--- src/rtl/seq_alu.sv ---
// -----------------------------------------------------------------------------
// seq_alu
//
// Registered, width-generic ALU. It sits between an operand-issue stage and a
// writeback stage, and takes operands and returns results over a valid/ready
// handshake. Results and the C/Z/S/P flags are held in output registers until
// the consumer takes them. Every opcode except MUL completes in one cycle. MUL
// is an optional multi-cycle shift-add multiplier that handles one multiplier
// bit per cycle.
//
// Build option:
//   ALU_MUL_EN  defined   -> opcode 4'b1101 is the WIDTH-cycle multiply.
//               undefined -> no multiply datapath or state is built. Opcode
//                            4'b1101 completes in one cycle with Su=0 and
//                            op_err=1. busy is tied low.
//
// Parameters:
//   WIDTH      operand/result width, 4..32
//
// Ports:
//   clk        rising-edge clock
//   rst_n      asynchronous active-low reset
//   in_valid   operands/opcode presented
//   in_ready   block accepts operands this cycle
//   A, B       unsigned operands
//   SL         4-bit opcode
//   out_valid  result registers hold an undelivered result
//   out_ready  consumer takes the result this cycle
//   Su         result
//   C          carry / borrow / shifted-out bit
//   Z, S, P    zero, sign (MSB), odd parity of Su
//   busy       multiply in progress
//   op_err     opcode not supported in this build
// -----------------------------------------------------------------------------
module seq_alu #(
    parameter int WIDTH = 8
) (
    input  logic             clk,
    input  logic             rst_n,
    input  logic             in_valid,
    output logic             in_ready,
    input  logic [WIDTH-1:0] A,
    input  logic [WIDTH-1:0] B,
    input  logic [3:0]       SL,
    output logic             out_valid,
    input  logic             out_ready,
    output logic [WIDTH-1:0] Su,
    output logic             C,
    output logic             Z,
    output logic             S,
    output logic             P,
    output logic             busy,
    output logic             op_err
);

    if (WIDTH < 4 || WIDTH > 32) begin : g_width_check
        $error("seq_alu: WIDTH must be in 4..32");
    end

    typedef enum logic [3:0] {
        OP_ADD  = 4'b0000, OP_SUB  = 4'b0001, OP_INC  = 4'b0010, OP_DEC  = 4'b0011,
        OP_AND  = 4'b0100, OP_OR   = 4'b0101, OP_XOR  = 4'b0110, OP_NOT  = 4'b0111,
        OP_SHL  = 4'b1000, OP_SHR  = 4'b1001, OP_ROL  = 4'b1010, OP_ROR  = 4'b1011,
        OP_SLT  = 4'b1100, OP_MUL  = 4'b1101, OP_PASS = 4'b1110, OP_CLR  = 4'b1111
    } opcode_e;

    opcode_e op;
    assign op = opcode_e'(SL);

    // ---------------------------------------------------------------------
    // Output registers
    // ---------------------------------------------------------------------
    logic [WIDTH-1:0] su_q, su_d;
    logic             c_q, c_d, z_q, z_d, s_q, s_d, p_q, p_d;
    logic             op_err_q, op_err_d;
    logic             out_valid_q, out_valid_d;

`ifdef ALU_MUL_EN
    localparam int CNT_W = $clog2(WIDTH);

    typedef enum logic {
        ST_IDLE = 1'b0,
        ST_MUL  = 1'b1
    } state_e;

    state_e             state_q, state_d;
    logic [CNT_W-1:0]   cnt_q, cnt_d;
    logic [2*WIDTH-1:0] acc_q, acc_d;
    logic [2*WIDTH-1:0] a_shift_q, a_shift_d;
    logic [WIDTH-1:0]   b_shift_q, b_shift_d;
    logic [2*WIDTH-1:0] acc_sum;

    assign in_ready = (state_q == ST_IDLE) && (!out_valid_q || out_ready);
    assign busy     = (state_q == ST_MUL);
`else
    // With no multi-cycle op the block is permanently idle.
    assign in_ready = !out_valid_q || out_ready;
    assign busy     = 1'b0;
`endif

    logic accept;
    assign accept = in_valid && in_ready;

    // ---------------------------------------------------------------------
    // Single-cycle ALU
    // ---------------------------------------------------------------------
    logic [WIDTH-1:0] alu_res;
    logic             alu_c;
    logic             alu_err;
    logic [WIDTH:0]   ext;   // one extra bit catches carry/borrow

    always_comb begin
        // NOTE: every signal gets a default first so no path through the case
        // leaves it unassigned; otherwise synthesis infers a latch.
        alu_res = '0;
        alu_c   = 1'b0;
        alu_err = 1'b0;
        ext     = '0;
        case (op)
            OP_ADD: begin
                ext     = {1'b0, A} + {1'b0, B};
                alu_res = ext[WIDTH-1:0];
                alu_c   = ext[WIDTH];
            end
            OP_SUB: begin
                ext     = {1'b0, A} - {1'b0, B};
                alu_res = ext[WIDTH-1:0];
                alu_c   = ext[WIDTH];   // wraps to 1 exactly when A < B
            end
            OP_INC: begin
                ext     = {1'b0, A} + (WIDTH+1)'(1);
                alu_res = ext[WIDTH-1:0];
                alu_c   = ext[WIDTH];
            end
            OP_DEC: begin
                ext     = {1'b0, A} - (WIDTH+1)'(1);
                alu_res = ext[WIDTH-1:0];
                alu_c   = ext[WIDTH];
            end
            OP_AND:  alu_res = A & B;
            OP_OR:   alu_res = A | B;
            OP_XOR:  alu_res = A ^ B;
            OP_NOT:  alu_res = ~A;
            OP_SHL: begin
                alu_res = {A[WIDTH-2:0], 1'b0};
                alu_c   = A[WIDTH-1];
            end
            OP_SHR: begin
                alu_res = {1'b0, A[WIDTH-1:1]};
                alu_c   = A[0];
            end
            OP_ROL: begin
                alu_res = {A[WIDTH-2:0], A[WIDTH-1]};
                alu_c   = A[WIDTH-1];
            end
            OP_ROR: begin
                alu_res = {A[0], A[WIDTH-1:1]};
                alu_c   = A[0];
            end
            OP_SLT:  alu_res = {{(WIDTH-1){1'b0}}, (A < B)};
`ifdef ALU_MUL_EN
            OP_MUL:  alu_res = '0;      // handled by the multi-cycle path
`else
            OP_MUL:  alu_err = 1'b1;
`endif
            OP_PASS: alu_res = B;
            OP_CLR:  alu_res = '0;
            default: alu_res = '0;
        endcase
    end

    // ---------------------------------------------------------------------
    // Next-state logic
    // ---------------------------------------------------------------------
    logic             load;
    logic [WIDTH-1:0] ld_res;
    logic             ld_c;
    logic             ld_err;

    always_comb begin
        su_d        = su_q;
        c_d         = c_q;
        z_d         = z_q;
        s_d         = s_q;
        p_d         = p_q;
        op_err_d    = op_err_q;
        out_valid_d = out_valid_q;
        load        = 1'b0;
        ld_res      = '0;
        ld_c        = 1'b0;
        ld_err      = 1'b0;
`ifdef ALU_MUL_EN
        state_d     = state_q;
        cnt_d       = cnt_q;
        acc_d       = acc_q;
        a_shift_d   = a_shift_q;
        b_shift_d   = b_shift_q;
        acc_sum     = acc_q + (b_shift_q[0] ? a_shift_q : '0);
`endif

        // The consumer drains the result; a load below overrides this.
        if (out_valid_q && out_ready) begin
            out_valid_d = 1'b0;
        end

        if (accept) begin
`ifdef ALU_MUL_EN
            if (op == OP_MUL) begin
                state_d   = ST_MUL;
                cnt_d     = '0;
                acc_d     = '0;
                a_shift_d = {{WIDTH{1'b0}}, A};
                b_shift_d = B;
            end else begin
                load   = 1'b1;
                ld_res = alu_res;
                ld_c   = alu_c;
                ld_err = alu_err;
            end
`else
            load   = 1'b1;
            ld_res = alu_res;
            ld_c   = alu_c;
            ld_err = alu_err;
`endif
        end

`ifdef ALU_MUL_EN
        if (state_q == ST_MUL) begin
            acc_d     = acc_sum;
            a_shift_d = a_shift_q << 1;
            b_shift_d = b_shift_q >> 1;
            cnt_d     = cnt_q + CNT_W'(1);
            // The last bit's partial product is folded in on this edge, so
            // the result comes from acc_sum rather than from acc_q.
            if (cnt_q == CNT_W'(WIDTH-1)) begin
                state_d = ST_IDLE;
                cnt_d   = '0;
                load    = 1'b1;
                ld_res  = acc_sum[WIDTH-1:0];
                ld_c    = |acc_sum[2*WIDTH-1:WIDTH];
                ld_err  = 1'b0;
            end
        end
`endif

        if (load) begin
            su_d        = ld_res;
            c_d         = ld_c;
            z_d         = ~|ld_res;
            s_d         = ld_res[WIDTH-1];
            p_d         = ^ld_res;
            op_err_d    = ld_err;
            out_valid_d = 1'b1;
        end
    end

    // ---------------------------------------------------------------------
    // State registers
    // ---------------------------------------------------------------------
    // NOTE: sequential state uses non-blocking assignments so every flop
    // samples its pre-edge value; blocking here would create ordering races.
    always_ff @(posedge clk or negedge rst_n) begin
        if (!rst_n) begin
            su_q        <= '0;
            c_q         <= 1'b0;
            z_q         <= 1'b0;
            s_q         <= 1'b0;
            p_q         <= 1'b0;
            op_err_q    <= 1'b0;
            out_valid_q <= 1'b0;
`ifdef ALU_MUL_EN
            state_q     <= ST_IDLE;
            cnt_q       <= '0;
            acc_q       <= '0;
            a_shift_q   <= '0;
            b_shift_q   <= '0;
`endif
        end else begin
            su_q        <= su_d;
            c_q         <= c_d;
            z_q         <= z_d;
            s_q         <= s_d;
            p_q         <= p_d;
            op_err_q    <= op_err_d;
            out_valid_q <= out_valid_d;
`ifdef ALU_MUL_EN
            state_q     <= state_d;
            cnt_q       <= cnt_d;
            acc_q       <= acc_d;
            a_shift_q   <= a_shift_d;
            b_shift_q   <= b_shift_d;
`endif
        end
    end

    assign Su        = su_q;
    assign C         = c_q;
    assign Z         = z_q;
    assign S         = s_q;
    assign P         = p_q;
    assign op_err    = op_err_q;
    assign out_valid = out_valid_q;

endmodule

--- config.mk ---
export PLATFORM = sky130hd
export DESIGN_NAME = seq_alu
export DESIGN_NICKNAME = d
export VERILOG_FILES = /design/src/rtl/seq_alu.sv
export SDC_FILE = /design/constraint.sdc
export NUM_CORES = 1
export LEC_CHECK = 0
export CAP_MARGIN = 0
export CORE_MARGIN = 10
export CORE_UTILIZATION = 55
export CTS_CLUSTER_SIZE = 16
export DETAILED_ROUTE_END_ITERATION = 6
export PLACE_DENSITY = 0.82
export SYNTH_ARGS = -nofsm -noshare
export SYNTH_HDL_FRONTEND = slang
export SYNTH_SLANG_ARGS = --single-unit
--- constraint.sdc ---
create_clock -name clk -period 2.8 [get_ports clk]
set_clock_uncertainty 0.1 [all_clocks]
set_input_delay 0.84 -clock clk [delete_from_list [all_inputs] [get_ports clk]]
set_output_delay 0.84 -clock clk [all_outputs]
set_load 0.02 [all_outputs]
==> impl_metrics.env, run 1 <==
export IMPL_synth_flop_cell="dfrtp_1"
export IMPL_dp_hpwl_mm=8.86
export IMPL_synth_area_leaders="ha_1, dfrtp_1, nand2_1, mux2i_1, inv_1"
export IMPL_error="[ERROR DPL-0033] detailed placement checks failed during check placement."
export IMPL_hold_buffers=0
export IMPL_syn_inst=338
export IMPL_clockRootBuffer="clkbuf_8"
export IMPL_synth_cell_type_count=58
export IMPL_synth_xor_area_share_pct=4.50
export IMPL_synth_area_leader_cell="ha_1"
export IMPL_dieHeight_um=87.8
export IMPL_start_util_pct=57.3
export IMPL_placed_area_um2=3860
export IMPL_synth_async_sr_flop_share_pct=100
export IMPL_numCtsBuffers=3
export IMPL_synth_fa_ha_area_share_pct=16.4
export IMPL_synth_seq_cells=13
export IMPL_synth_top_family_by_area="compound AO/OA/AOI/OAI gates"
export IMPL_cts_sinks=13
export IMPL_htreeDepth=1
export IMPL_yosysSeqAreaShare_pct=12.9
export IMPL_haltStage="4_1_cts"
export IMPL_cts_setup_buffers=31
export IMPL_status="did not finish"
export IMPL_synth_edf_count=0
export IMPL_die_w_um=87.8
export IMPL_routabilityCongestion=1.02
export IMPL_rows=24
export IMPL_yosys_warnings=0
export IMPL_boundaryPins=40
export IMPL_cts_resized_gates=104
export IMPL_yosys_area_share_simple_pct=24.1
export IMPL_clk_path_buf_depth=2
export IMPL_synth_area_mux_share_pct=5.74
export IMPL_synth_compound_area_share_pct=26.8
export IMPL_syn_num_nets=394
export IMPL_port_buffers=38
export IMPL_syn_avg_cell_area_um2=7.48
export IMPL_yosysTopAreaCellShare_pct=14.8
export IMPL_synth_area_um2=2530
-- cells in the mapped netlist, types with 3 or more instances --
| master | count |
|---|---|
| a22oi_1 | 4 |
| buf_4 | 6 |
| nor2_1 | 18 |
| nand2b_1 | 7 |
| o2bb2ai_1 | 3 |
| nor3b_1 | 3 |
| mux2i_1 | 10 |
| o31ai_1 | 8 |
| nor3_1 | 12 |
| a31oi_1 | 6 |
| inv_1 | 26 |
| o2111ai_1 | 3 |
| ha_1 | 30 |
| o211ai_1 | 5 |
| a221oi_1 | 5 |
| xnor2_1 | 11 |
| dfrtp_1 | 13 |
| o22ai_1 | 9 |
| clkbuf_1 | 13 |
| a32oi_1 | 5 |
| a211oi_1 | 4 |
| a22o_1 | 3 |
| o21ai_0 | 11 |
| nand4_1 | 4 |
| a21oi_1 | 17 |
| buf_2 | 8 |
| nand2_1 | 37 |
| and3_1 | 4 |
| nand3_1 | 10 |
| nor2b_1 | 3 |
-- cells by family after synthesis --
| family | Yosys count |
|---|---|
| AND/OR/NAND/NOR | 114 |
| flip-flops | 13 |
| buffers and inverters | 55 |
| other | 1 |
| adder cells (fa/ha/maj) | 32 |
| XOR/XNOR | 13 |
| AO/OA/AOI/OAI | 97 |
| multiplexers | 13 |
-- per-stage QoR --
step,cells,setup WS (ns),hold slack [ns]
after floorplan,338,-0.436,0.444
after global placement,524,-1.02,0.358
after detailed placement,524,-1.18,0.370
==> inputs of run 2 (changes only) <==
CORE_UTILIZATION = 40   (was 55)
CTS_CLUSTER_SIZE = default   (was 16)
PLACE_DENSITY = default   (was 0.82)
PLACE_DENSITY_LB_ADDON = 0.15   (was default)
==> run 2 against run 1 <==
The flow now finishes, with violations (setup timing). Synthesized area is the same. Synthesized cell count did not move.
==> impl_metrics.env, run 2 <==
export IMPL_r2r_end="P$_DFFE_PN0P_"
export IMPL_synth_flop_cell="dfrtp_1"
export IMPL_leakage_nw=2.32
export IMPL_syn_avg_cell_area_um2=7.48
export IMPL_min_period_ns=3.27
export IMPL_largest_reg_flops=8
export IMPL_antenna_found_initial=0
export IMPL_p_total_w=0.00140
export IMPL_slew_headroom_pct=63.9
export IMPL_worst_slew_pin_slew_ns=0.540
export IMPL_dpl_worst_slack_ns=-1.12
export IMPL_dr_pass1_iters=6
export IMPL_grt_pass1_wl_mm=18.6
export IMPL_post_drt_wl_per_cell_um=20.3
export IMPL_start_util_pct=42.0
export IMPL_coreArea_um2=6030
export IMPL_placed_area_um2=3980
export IMPL_slowest_stage="clkdlybuf4s50_1"
export IMPL_dieArea_um2=9910
export IMPL_grt_usage_pct=22.6
export IMPL_rows=28
export IMPL_dieHeight_um=99.5
export IMPL_grt_max_degree=17
export IMPL_postRouteAntennaNets=0
export IMPL_synthToLayoutAreaGrowth_pct=103
export IMPL_cts_clk_slew_worst_paths_ns=0.05
export IMPL_die_w_um=99.5
export IMPL_crit_path_end="P$_DFFE_PN0P_"
export IMPL_syn_inst=338
export IMPL_htreeDepth=1
export IMPL_syn_num_nets=394
export IMPL_tritoncts="done"
export IMPL_setup_worst_path_start="B[7]"
export IMPL_boundaryPins=40
export IMPL_crit_arrival_ns=3.29
export IMPL_rsz0062_at_grt="true"
export IMPL_hold_viol=0
export IMPL_required_ns=2.83
export IMPL_numCtsBuffers=3
export IMPL_r2r_start="out_valid$_DFFE_PN0P_"
export IMPL_fin_ws_ns=-0.466
export IMPL_maxCapViolCount=0
export IMPL_yosys_warnings=0
export IMPL_setup_viol_count_final=4
export IMPL_dp_hpwl_mm=8.29
export IMPL_slowest_delay_ns=0.42
export IMPL_crit_chain="clkdlybuf4s50_1, buf_4, ha_2, a32oi_1, o22ai_1, o31ai_2, buf_4, and3_4, ha_4, xnor2_2, xnor2_1, o21ai_1"
export IMPL_routabilityCongestion=1.01
export IMPL_final_cell_mix="buf_4, nand2_1, buf_6"
export IMPL_port_buffers=38
export IMPL_synth_seq_cells=13
export IMPL_synth_area_um2=2530
export IMPL_vias_per_cell=5.99
export IMPL_clk_path_buf_depth=2
export IMPL_clock_fmax_ghz=0.306
export IMPL_critPathCaptureType="register"
export IMPL_synth_edf_count=0
export IMPL_layout_nets=600
export IMPL_hold_buffers=0
export IMPL_power_density_nw_per_um2=273
export IMPL_r2r_setup_slack_ns=0.51
export IMPL_synth_area_leaders="ha_1, dfrtp_1, nand2_1, mux2i_1, inv_1"
export IMPL_remaining_drc_errors=0
export IMPL_cts_sinks=13
export IMPL_worstSetupStartpointType="input port"
export IMPL_yosys_top_cells_count="nand2_1, ha_1, inv_1, nor2_1, a21oi_1"
export IMPL_grt_overflow=0
export IMPL_fin_cells=618
export IMPL_drive_above_1_share_pct=56.4
export IMPL_path_max_fanout=2
export IMPL_ir_worst_vdd_uv=372
export IMPL_synth_cell_type_count=58
export IMPL_finalWirelength_mm=12.6
export IMPL_n_antenna_cell=0
export IMPL_critPathMostFrequentCell="buf_4"
export IMPL_drv_slew=0
export IMPL_grt_pass1_vias=3732
export IMPL_period_share_pct=117
export IMPL_yosysTopAreaCellShare_pct=14.8
export IMPL_reg2reg_depth=11
export IMPL_synth_area_leader_cell="ha_1"
export IMPL_layout_cells_most_common="buf_4"
export IMPL_drt_initial_drc_count=450
export IMPL_status="complete, but fails checks"
export IMPL_clkLatencyLatePin_ns=0.24
export IMPL_yosysMostFrequentCell="nand2_1"
export IMPL_clockRootBuffer="clkbuf_8"
export IMPL_violations="setup timing"
export IMPL_crit_type="input port to register"
export IMPL_yosysSeqAreaShare_pct=12.9
export IMPL_hold_depth=2
export IMPL_final_design_area_no_fill_um2=5130
export IMPL_via_count=3700
export IMPL_synth_async_sr_flop_share_pct=100
export IMPL_dp_cells=558
export IMPL_hold_class="register to register"
[run 2: cell counts after synthesis]
Identical to the previous run, type by type.
[run 2: worst min path at each step]
stage / start / endpoint / slack, ns
floorplan: rst_n / C$_DFFE_PN0P_ / 0.44
global placement: Su[2]$_DFFE_PN0P_ / Su[2]$_DFFE_PN0P_ / 0.36
detailed placement: Su[2]$_DFFE_PN0P_ / Su[2]$_DFFE_PN0P_ / 0.36
CTS: Z$_DFFE_PN0P_ / Z$_DFFE_PN0P_ / 0.39
global route: Z$_DFFE_PN0P_ / Z$_DFFE_PN0P_ / 0.42
finish: Z$_DFFE_PN0P_ / Z$_DFFE_PN0P_ / 0.38
[run 2: layer usage]
layer / track usage (%) / vias up / share of wire [%]
li1: - / 1654 / -
met1: 25.3 / 1734 / 37
met2: 39.8 / 235 / 48
met3: 3.94 / 77 / 9.0
met4: 12.0 / 0 / 5.9
met5: 0 / - / 0
[run 2: repair_timing]
action,CTS,global route
setup endpoints to repair,12,7
pin swaps,63,40
gates cloned,1,0
setup buffers,48,14
resized for setup,152,57
[run 2: logic make-up (layout without fill, tap and decap cells)]
kind of cell	Yosys count	count (layout)	synth area share (%)
AND/OR/NAND/NOR	114	114	24.1
AO/OA/AOI/OAI	97	97	26.8
buffers and inverters	55	260	9.45
adder cells (fa/ha/maj)	32	32	16.4
XOR/XNOR	13	13	4.50
multiplexers	13	13	5.74
flip-flops	13	13	12.9
other	1	1	0.148
[run 2: area by class of cell]
type	instances	area [µm²]
Multi-Input combinational cell	270	2600
Fill cell	335	896
Timing Repair Buffer	229	1960
Inverter	27	111
Clock buffer	4	45.0
Sequential cell	13	325
Tap cell	75	93.8
[run 2: critical path: cells and delay by family]
family / cells / cell delay (ns)
adders and majority gates: 2 / 0.37
buffers and inverters: 3 / 0.75
xor gates and xnor gates: 2 / 0.31
AOI/OAI and AO/OA: 4 / 0.82
and+or+nand+nor: 1 / 0.18
[run 2: power by group]
part	internal (W)	total, W	leakage (nW)	switching (W)
clock network	0.000100	0.000165	0.0228	0.0000643
logic	0.000515	0.000995	2.13	0.000479
registers	0.000222	0.000240	0.165	0.0000180
total	0.000838	0.00140	2.32	0.000562
[run 2: metrics by stage]
stage          setup TNS, ns  hold slack [ns]  utilization [%]
3_3_place_gp           -6.06            0.359             66.1
3_5_place_dp           -6.45            0.362             66.1
4_1_cts               -0.612            0.386             80.3
5_1_grt                -1.32            0.420             85.1
6_report               -1.08            0.378             85.1
2_1_floorplan         -0.534            0.444                -
Power figures use the tool's default switching activity.
==> inputs of run 3 (changes only) <==
ABC_AREA = 1   (was default)
==> run 3 against run 2 <==
The run still ends with setup timing left. Die area increased by 0.35%. Count of clock-buffer cells in the layout unchanged. Global-route usage decreased by 3.4 points. Non-clock buffer count decreased by 77. Synthesized cell count increased by 28%. Routed wire length decreased by 21%. Final cell count increased by 5.2%. Core utilization decreased by 16 points. Sequential power increased by 2%. Maximum frequency increased by 15%. Power decreased by 13%. Synthesized area increased by 0.45%. Critical path type unchanged.
==> impl_metrics.env, run 3 <==
export IMPL_status="complete, but fails checks"
export IMPL_violations="setup timing"
export IMPL_setup_worst_path_start="A[0]"
export IMPL_slowest_delay_ns=0.39
export IMPL_crit_path_end="P$_DFFE_PN0P_"
export IMPL_synth_fa_ha_area_share_pct=16.3
export IMPL_synth_async_sr_flop_share_pct=100
export IMPL_rsz0062_at_grt="true"
export IMPL_met1_usage_pct=22.3
export IMPL_layout_nets=632
export IMPL_htreeDepth=1
export IMPL_path_max_fanout=3
export IMPL_die_w_um=99.7
export IMPL_cts_sinks=13
export IMPL_comb_power_share_pct=66.1
export IMPL_finalCoreUtilization_pct=69.4
export IMPL_crit_chain="buf_8, ha_4, fa_2, or2_4, nand3_2, o21ai_1, nor3_1, nand3_1, nand2_2, ha_4, xnor2_2, xnor2_1, o21ai_1"
export IMPL_grtUsageMet3_pct=2.84
export IMPL_numCtsBuffers=3
export IMPL_synth_edf_count=0
export IMPL_grt_busiest_layer="met2"
export IMPL_yosys_area_share_simple_pct=47.1
export IMPL_leakage_nw=2.12
export IMPL_synth_compound_area_share_pct=10.4
export IMPL_tritoncts="done"
export IMPL_synth_top_family_by_area="simple AND/OR/NAND/NOR gates"
export IMPL_coreArea_um2=6060
export IMPL_yosys_warnings=0
export IMPL_reg2reg_depth=9
export IMPL_grt_pass1_vias=3358
export IMPL_remaining_drc_errors=0
export IMPL_dp_hpwl_mm=7.97
export IMPL_port_buffers=38
export IMPL_p_clk_share_pct=13.9
export IMPL_dieHeight_um=99.7
export IMPL_slew_headroom_pct=61.1
export IMPL_r2r_end="P$_DFFE_PN0P_"
export IMPL_via_count=3448
export IMPL_routabilityCongestion=0.971
export IMPL_cp_num_buf_inv=1
export IMPL_rows=28
export IMPL_cts_clk_slew_worst_paths_ns=0.06
export IMPL_r2r_setup_slack_ns=0.90
export IMPL_synth_flop_cell="dfrtp_1"
export IMPL_ir_worst_vdd_uv=372
export IMPL_maxCapViolCount=0
export IMPL_clock_fmax_ghz=0.353
export IMPL_crit_type="input port to register"
export IMPL_p_int_w=0.000711
export IMPL_vias_per_cell=5.30
export IMPL_grt_usage_pct=19.3
export IMPL_clkLatencyLatePin_ns=0.24
export IMPL_grt_overflow=0
export IMPL_min_period_ns=2.84
export IMPL_critPathCaptureType="register"
export IMPL_slowest_stage="fa_2"
export IMPL_required_ns=2.83
export IMPL_setup_viol_count_final=1
export IMPL_synth_area_leaders="nand2_1, ha_1, dfrtp_1, nand3_1, nor2_1"
export IMPL_multiInputGateArea_um2=2250
export IMPL_worst_slew_pin_slew_ns=0.581
export IMPL_synth_area_um2=2540
export IMPL_yosysTopAreaCellShare_pct=18.9
export IMPL_fillers=534
export IMPL_n_antenna_cell=0
export IMPL_synth_area_mux_share_pct=0
export IMPL_drive_above_1_share_pct=42.1
export IMPL_use_met2_pct=33.1
export IMPL_dr_pass1_iters=5
export IMPL_power_density_nw_per_um2=290
export IMPL_start_util_pct=41.9
export IMPL_path_depth=13
export IMPL_switching_power_w=0.000510
export IMPL_synth_cell_type_count=32
export IMPL_final_design_area_no_fill_um2=4210
export IMPL_p_seq_share_pct=20.1
export IMPL_clockRootBuffer="clkbuf_8"
export IMPL_yosysSeqAreaShare_pct=12.8
export IMPL_yosysMostFrequentCell="nand2_1"
export IMPL_syn_inst=431
export IMPL_yosys_top_cells_count="nand2_1, nand3_1, nor2_1, inv_1, ha_1"
export IMPL_hold_class="register to register"
export IMPL_postRouteAntennaNets=0
export IMPL_finalWirelength_mm=9.95
export IMPL_antenna_found_initial=0
export IMPL_crit_arrival_ns=2.87
export IMPL_r2r_start="out_valid$_DFFE_PN0P_"
export IMPL_largest_reg_flops=8
export IMPL_drv_slew=0
export IMPL_syn_num_nets=487
export IMPL_grt_pass1_wl_mm=15.8
export IMPL_power_share_switching_pct=41.8
export IMPL_dieArea_um2=9940
export IMPL_ff_latch_area_um2=325
export IMPL_placed_area_um2=3800
export IMPL_layout_cells_most_common="nand2_1"
export IMPL_fin_ws_ns=-0.0360
export IMPL_synth_area_leader_cell="nand2_1"
export IMPL_post_drt_wl_per_cell_um=15.3
export IMPL_syn_avg_cell_area_um2=5.90
export IMPL_synth_seq_cells=13
export IMPL_cp_top_family="adder cells"
export IMPL_worstSetupStartpointType="input port"
export IMPL_period_share_pct=101
export IMPL_clk_path_buf_depth=2
export IMPL_hold_viol=0
export IMPL_grt_max_degree=17
export IMPL_synthToLayoutAreaGrowth_pct=65.5
export IMPL_drt_initial_drc_count=311
export IMPL_synth_xor_area_share_pct=1.38
export IMPL_final_cell_mix="nand2_1, buf_4, nand3_1"
export IMPL_boundaryPins=40
==> run 3: cell count changes after synthesis, sizes merged, moves of 5 or more <==
cell / previous run / this run
clkbuf: 13 / 0
o31ai: 8 / 1
nand2: 37 / 137
a221oi: 5 / 0
nor2: 18 / 52
nand4: 4 / 10
mux2i: 10 / 0
a31oi: 6 / 0
xnor2: 11 / 4
inv: 26 / 59
a32oi: 5 / 0
nand2b: 7 / 0
nand3: 10 / 51
==> run 3: worst reg2reg max path: cells and delay by family (launching register included) <==
| family | cells | cell delay, ns |
|---|---|---|
| simple gates | 3 | 0.35 |
| xor+xnor | 2 | 0.29 |
| flops | 1 | 0.34 |
| fa+ha+maj | 1 | 0.22 |
| compound gates | 1 | 0.07 |
| buf+inv | 2 | 0.40 |
==> run 3: repair_timing <==
item | CTS | global route
endpoints found under the setup margin | 8 | 2
hold buffers | 0 | 0
resized for setup | 60 | 70
setup buffers | 9 | 9
cloned | 0 | 0
pin swaps | 25 | 32
==> run 3: power groups by stage <==
| stage | Combinational [W] | Sequential, W | Clock [W] |
|---|---|---|---|
| 2_1_floorplan | 0.000333 | 0.000292 | 0 |
| 3_3_place_gp | 0.000693 | 0.000246 | 0 |
| 3_5_place_dp | 0.000704 | 0.000249 | 0 |
| 4_1_cts | 0.000752 | 0.000246 | 0.000170 |
| 5_1_grt | 0.000875 | 0.000250 | 0.000187 |
| 6_report | 0.000806 | 0.000245 | 0.000170 |
==> run 3: how the worst min path moves through the flow <==
stage,startpoint,endpoint,slack (ns),cells past startpoint
3_3_place_gp,Su[6]$_DFFE_PN0P_,Su[6]$_DFFE_PN0P_,0.36,2
3_5_place_dp,Su[1]$_DFFE_PN0P_,Su[1]$_DFFE_PN0P_,0.36,2
6_report,Su[4]$_DFFE_PN0P_,Su[4]$_DFFE_PN0P_,0.37,2
2_1_floorplan,rst_n,C$_DFFE_PN0P_,0.44,0
4_1_cts,Su[1]$_DFFE_PN0P_,Su[1]$_DFFE_PN0P_,0.38,2
5_1_grt,Su[1]$_DFFE_PN0P_,Su[1]$_DFFE_PN0P_,0.41,2
==> run 3: final cells by class <==
class / instances / area share [%]
Sequential cell: 13 / 7.74
Tap cell: 75 / 2.23
Inverter: 60 / 5.92
Multi-Input combinational cell: 346 / 53.5
Timing Repair Buffer: 152 / 29.6
Clock buffer: 4 / 1.07
==> run 3: through the flow <==
stage | power, W | hold slack [ns] | std cells | setup WS (ns) | setup TNS (ns)
finish | 0.00122 | 0.372 | 650 | -0.0360 | -0.0360
global route | 0.00131 | 0.410 | 650 | -0.140 | -0.140
CTS | 0.00117 | 0.379 | 641 | -0.130 | -0.130
detailed placement | 0.000953 | 0.364 | 628 | -0.863 | -3.96
global placement | 0.000939 | 0.363 | 628 | -0.846 | -3.65
floorplan | 0.000625 | 0.444 | 431 | -0.0477 | -0.0477
==> run 3: cells by family (layout without fill, tap and decap cells) <==
group                    count (synthesis)  in the layout
AO/OA/AOI/OAI                           46             46
flip-flops                              13             13
XOR/XNOR                                 4              4
buffers and inverters                   72            216
other                                    1              1
adder cells (fa/ha/maj)                 32             32
AND/OR/NAND/NOR                        263            263
==> run 3: per-layer routing <==
layer  wire length, µm  share of wire (%)  vias to the layer above
li1                  -                  -                     1678
met1              3970                 40                     1565
met2              4780                 48                      164
met3               724                7.3                       41
met4               481                4.8                        0
met5                 0                  0                        -
